**src/rtl/serial_adder_pkg.sv**
```systemverilog
// Shared types and constants for the bit-serial adder controller.
// The full-adder truth tables are indexed by {a, b, carry_in}.
package serial_adder_pkg;

    // Controller states.
    typedef enum logic [1:0] {
        IDLE = 2'd0,
        RUN  = 2'd1,
        DONE = 2'd2
    } state_t;

    // Sum output of a full adder for index {a,b,c}: odd parity of the inputs.
    localparam logic [7:0] SUM_TT   = 8'b1001_0110;

    // Carry output of a full adder for index {a,b,c}: majority of the inputs.
    localparam logic [7:0] CARRY_TT = 8'b1110_1000;

    // Builds the 3-bit mux select from the three adder inputs.
    function automatic logic [2:0] fa_idx(input logic a, input logic b, input logic c);
        return {a, b, c};
    endfunction

endpackage

```
**src/rtl/mux8_full_adder.sv**
```systemverilog
// Combinational 1-bit full adder built as two 8:1 truth-table muxes.
// The select is {a, b, c}; the data inputs are the package truth tables.
module mux8_full_adder
    import serial_adder_pkg::*;
(
    input  logic a,
    input  logic b,
    input  logic c,
    output logic s,
    output logic co
);

    logic [2:0] idx;

    assign idx = fa_idx(a, b, c);

    // Two independent 8:1 muxes sharing one select.
    always_comb begin
        s  = SUM_TT[idx];
        co = CARRY_TT[idx];
    end

endmodule

```
**src/rtl/serial_adder_ctrl.sv**
```systemverilog
// Bit-serial WIDTH-bit adder controller around a single mux-based full adder.
// Operands are captured on an accepted start and fed LSB-first, one bit pair
// per clock, through the cell with a registered carry.
//
// Handshake: start is sampled only in IDLE or DONE; when sampled high the
// operands are captured on that edge. busy is high for exactly WIDTH cycles
// while bits are processed. done is a one-cycle pulse in the cycle after the
// last bit; sum/cout are valid from then until the next accepted start.
// start while busy is ignored. start coincident with done is accepted.
//
// Optional feature: define SERIAL_ADDER_SUB_EN to add a 'sub' input that
// turns the operation into a - b (b inverted, carry-in forced to 1; cout=1
// means no borrow).
module serial_adder_ctrl
    import serial_adder_pkg::*;
#(
    parameter int WIDTH = 8
) (
    input  logic             clk,
    input  logic             rst,
    input  logic             start,
    input  logic [WIDTH-1:0] a,
    input  logic [WIDTH-1:0] b,
    input  logic             cin,
`ifdef SERIAL_ADDER_SUB_EN
    input  logic             sub,
`endif
    output logic             busy,
    output logic             done,
    output logic [WIDTH-1:0] sum,
    output logic             cout,
    output state_t           dbg_state
);

    // Counter width is clog2(WIDTH); it is reloaded on every accept, so it
    // never needs to wrap.
    localparam int CW = (WIDTH > 1) ? $clog2(WIDTH) : 1;
    localparam logic [CW-1:0] LAST_BIT = CW'(WIDTH - 1);

    state_t           state;
    logic [WIDTH-1:0] a_sh;
    logic [WIDTH-1:0] b_sh;
    logic             carry;
    logic [CW-1:0]    cnt;

    logic             fa_s;
    logic             fa_co;

    // Operand B and carry-in as they are loaded on accept.
    logic [WIDTH-1:0] b_load;
    logic             carry_load;

    // The shared 1-bit datapath always sees the current LSBs and carry.
    mux8_full_adder u_fa (
        .a  (a_sh[0]),
        .b  (b_sh[0]),
        .c  (carry),
        .s  (fa_s),
        .co (fa_co)
    );

    // Select what gets loaded on accept: plain add, or two's-complement subtract.
`ifdef SERIAL_ADDER_SUB_EN
    always_comb begin
        b_load     = b;
        carry_load = cin;
        if (sub) begin
            b_load     = ~b;
            carry_load = 1'b1;
        end
    end
`else
    always_comb begin
        b_load     = b;
        carry_load = cin;
    end
`endif

    // Controller FSM: accept, shift WIDTH bits through the cell, then pulse done.
    always_ff @(posedge clk or posedge rst) begin
        if (rst) begin
            state <= IDLE;
            busy  <= 1'b0;
            done  <= 1'b0;
            sum   <= '0;
            cout  <= 1'b0;
            cnt   <= '0;
            carry <= 1'b0;
            a_sh  <= '0;
            b_sh  <= '0;
        end else begin
            case (state)
                IDLE, DONE: begin
                    // done is only ever high for the single DONE cycle.
                    done <= 1'b0;
                    if (start) begin
                        a_sh  <= a;
                        b_sh  <= b_load;
                        carry <= carry_load;
                        cnt   <= '0;
                        sum   <= '0;
                        busy  <= 1'b1;
                        state <= RUN;
                    end else begin
                        state <= IDLE;
                    end
                end
                RUN: begin
                    // New sum bit enters at the MSB; after WIDTH shifts bit 0
                    // of the operands has landed at sum[0].
                    sum   <= {fa_s, sum[WIDTH-1:1]};
                    a_sh  <= a_sh >> 1;
                    b_sh  <= b_sh >> 1;
                    carry <= fa_co;
                    cnt   <= cnt + 1'b1;
                    if (cnt == LAST_BIT) begin
                        cout  <= fa_co;
                        busy  <= 1'b0;
                        done  <= 1'b1;
                        state <= DONE;
                    end
                end
                default: begin
                    busy  <= 1'b0;
                    done  <= 1'b0;
                    state <= IDLE;
                end
            endcase
        end
    end

    assign dbg_state = state;

endmodule

```
**config.mk**
```make
export PLATFORM = sky130hd
export DESIGN_NAME = serial_adder_ctrl
export DESIGN_NICKNAME = d
export VERILOG_FILES = /design/src/rtl/serial_adder_pkg.sv /design/src/rtl/mux8_full_adder.sv /design/src/rtl/serial_adder_ctrl.sv
export SDC_FILE = /design/constraint.sdc
export NUM_CORES = 1
export LEC_CHECK = 0
export ABC_AREA = 1
export CAP_MARGIN = 10
export CORE_UTILIZATION = 45
export CTS_CLUSTER_DIAMETER = 120
export DETAILED_ROUTE_END_ITERATION = 16
export MAX_ROUTING_LAYER = met4
export PLACE_DENSITY = 0.81
export SYNTH_ARGS = -nofsm -noshare
export SYNTH_HDL_FRONTEND = slang
export SYNTH_SLANG_ARGS = --single-unit
export TNS_END_PERCENT = 1
```
**constraint.sdc**
```tcl
create_clock -name clk -period 2.8 [get_ports clk]
set_input_delay 0.56 -clock clk [delete_from_list [all_inputs] [get_ports clk]]
set_output_delay 0.56 -clock clk [all_outputs]
set_load 0.02 [all_outputs]
```
==> results.md <==
- Detailed Route WL: 2920 um
- DPL Wire Length: 2070 um
- Sequential share of the synthesized area: 50.2%
- Clock tree from TritonCTS: built
- RSZ-0062 raised after global routing: no
- Vias per std cell: 4.57
- First-pass GRT wire length: 4990 um
- Flop-to-flop setup slack: 1380 ps
- Setup violations, final: 0
- Final min period: 1950 ps
- Top sig layer: met4
- Comb pwr share: 50.8%
- Cell internal pwr: 1.20 mW
- Vias: 1,267
- Setup_tns: 0 ps
- Largest net degree at the start of global routing: 33
- P_leak: 1.05 nW
- Met1 Wirelength: 1300 um
- DR WL met2: 1390 um
- Vias in the first global route: 1,197
- Initial antenna violation count: 0
- CP startpoint kind: flip-flop
- DRT iter0 DRCs: 38
- Routability cong.: 0.745
- Worst slew pin tran: 397 ps
- Worst ir drop on vdd: 0.441 mV
- Die height: 61.5 um
- Post-synth design cell area: 1590 um2
- All-Layer GR Usage: 19.3%
- Outcome: finished, final reports clean
- Buf/Inv on CP: 1
- Port buffer count: 32
- WP data arrival: 1390 ps
- Post-CTS Setup Bufs: 0
- Die ar.: 3780 um2
- Power share of the clock group: 11.3%
- Largest delay share family, worst path: buffers and inverters
- Syn_nets: 222
- Core area: 3360 um2
- Max Buffers Root-to-Sink: 2
- CTS Buf Count: 5
- WL/cell: 10.6 um
- Crit-path cells: clkdlybuf4s50_1
- Worst-path clk slew: 90 ps
- Critical Path RT: 2240 ps
- Yosys cell types: 20
- Max cap viols: 0
- Syn Inst Count: 198
- Clk_lat worst skew: 330 ps
- Crit-path max FO: 3
- Final Skew: 10.8 ps
- Layout Cells excl Fill: 277
- Row count: 21
- CP max-delay cell: clkdlybuf4s50_1
- FF+latch count, synth: 32
- Hold buffers post-CTS: 0
- H-tree depth reported by CTS: 2
- Nets: 255
- Initial Util: 47.4%
- Max frequency: 0.514 GHz
- Synth-to-Final Area Change: 22.8%
- Crit path kind: reg -> out
- Ratio of cells with drive above 1 in the final layout: 6.49%
- Hold Path Class: reg -> reg
- Root buffer cell: clkbuf_4
- Switching Share: 44.2%
- Max incr delay on CP: 630 ps
- P_sw: 0.947 mW
- Wire length on met3: 165 um
- Fin crit share: 69.5%
- Crit end category: output pin
- Resize count post-CTS: 0
- # diodes: 0
- Slew HR: 73.5%
- Most common cell after layout, fill and taps aside: nand2_1
- I/O Pins: 33
- Flop pwr share: 37.9%
- Placed cell count: 270
- Die X: 61.5 um
- DRT antenna net count: 0
- Total congestion overflow: 0
- Avg Cell Area, Syn: 8.05 um2
- DRC viols: 0
- PD cells: 1090 nW/um2
- Hold Vio Cnt, Final: 0
- Total power: 2.14 mW
- Clock Sinks: 32
- Most frequent cells in the layout: nand2_1 (68), inv_1 (43), dfrtp_1 (32), clkdlybuf4s50_1 (32), nand3_1 (16)
- Slew Viols, Final: 0
- YS warnings: 0
- DRT Pass-1 Iters: 4
==> power by group through the flow <==
stage | Sequential, mW | Clock (mW) | Combinational, mW
6_report | 0.811 | 0.243 | 1.09
5_1_grt | 0.834 | 0.276 | 1.25
4_1_cts | 0.812 | 0.250 | 1.11
3_5_place_dp | 0.819 | 0 | 1.11
3_3_place_gp | 0.810 | 0 | 1.07
2_1_floorplan | 0.876 | 0 | 0.793
==> cell usage after synthesis (all sizes together) <==
| library cell | n | share of area, % |
|---|---|---|
| nor2 | 2 | 0.47 |
| buf | 7 | 4.2 |
| xnor2 | 1 | 0.55 |
| inv | 46 | 11 |
| dfrtp | 32 | 50 |
| ha | 4 | 3.1 |
| nand2 | 72 | 19 |
| nand3 | 16 | 5.0 |
| o21ai | 10 | 3.1 |
| a21oi | 2 | 0.86 |
| o22ai | 6 | 2.4 |
==> logic make-up after synthesis <==
kind of cell	synth area share (%)
and+or+nand+nor	24.0
buffers and inverters	15.7
DFF	50.2
AOI/OAI and AO/OA	6.36
adders and majority gates	3.14
xor gates and xnor gates	0.550
==> layer usage <==
layer  up-vias  GRT usage (%)
met1       573           21.9
met2        31           30.9
met5         -              -
met3         7           6.30
li1        656              -
met4         0           8.57
==> final cells by class <==
cell class / instances / area (um2)
Clock buffer: 6 / 41.3
Clock inverter: 1 / 5.00
Fill cell: 342 / 1410
Inverter: 46 / 183
Multi-Input combinational cell: 113 / 543
Sequential cell: 32 / 801
Tap cell: 46 / 57.6
Timing Repair Buffer: 33 / 328
==> stage by stage <==
stage,utilization (%),area [um2],setup WS [ps],hold WS [ps]
after floorplan,-,1590,1550,446
after global placement,56.8,1910,978,458
after detailed placement,56.8,1910,942,467
after CTS,58.2,1960,827,491
after global routing,58.2,1960,774,503
final,58.2,1960,853,487
==> registers in the layout, indices dropped and copies added, names as in the netlist <==
register and flops:
b_sh 8, cout 1, sum 8, carry 1
busy 1, dbg_state 2, a_sh 8, cnt 3
==> final timing paths <==
| path | from | end | depth (start not counted) |
|---|---|---|---|
| max | dbg_state[0] | dbg_state[0] | 1 |
| min | cnt[2] | cnt[2] | 2 |
| max reg2reg | dbg_state[1] | sum[7] | 6 |
| min reg2reg | cnt[2] | cnt[2] | 2 |
| max in group asynchronous | rst | b_sh[4] | 3 |
| min in group asynchronous | rst | sum[2] | 3 |
Note: power is estimated with default switching activity, not from simulation.
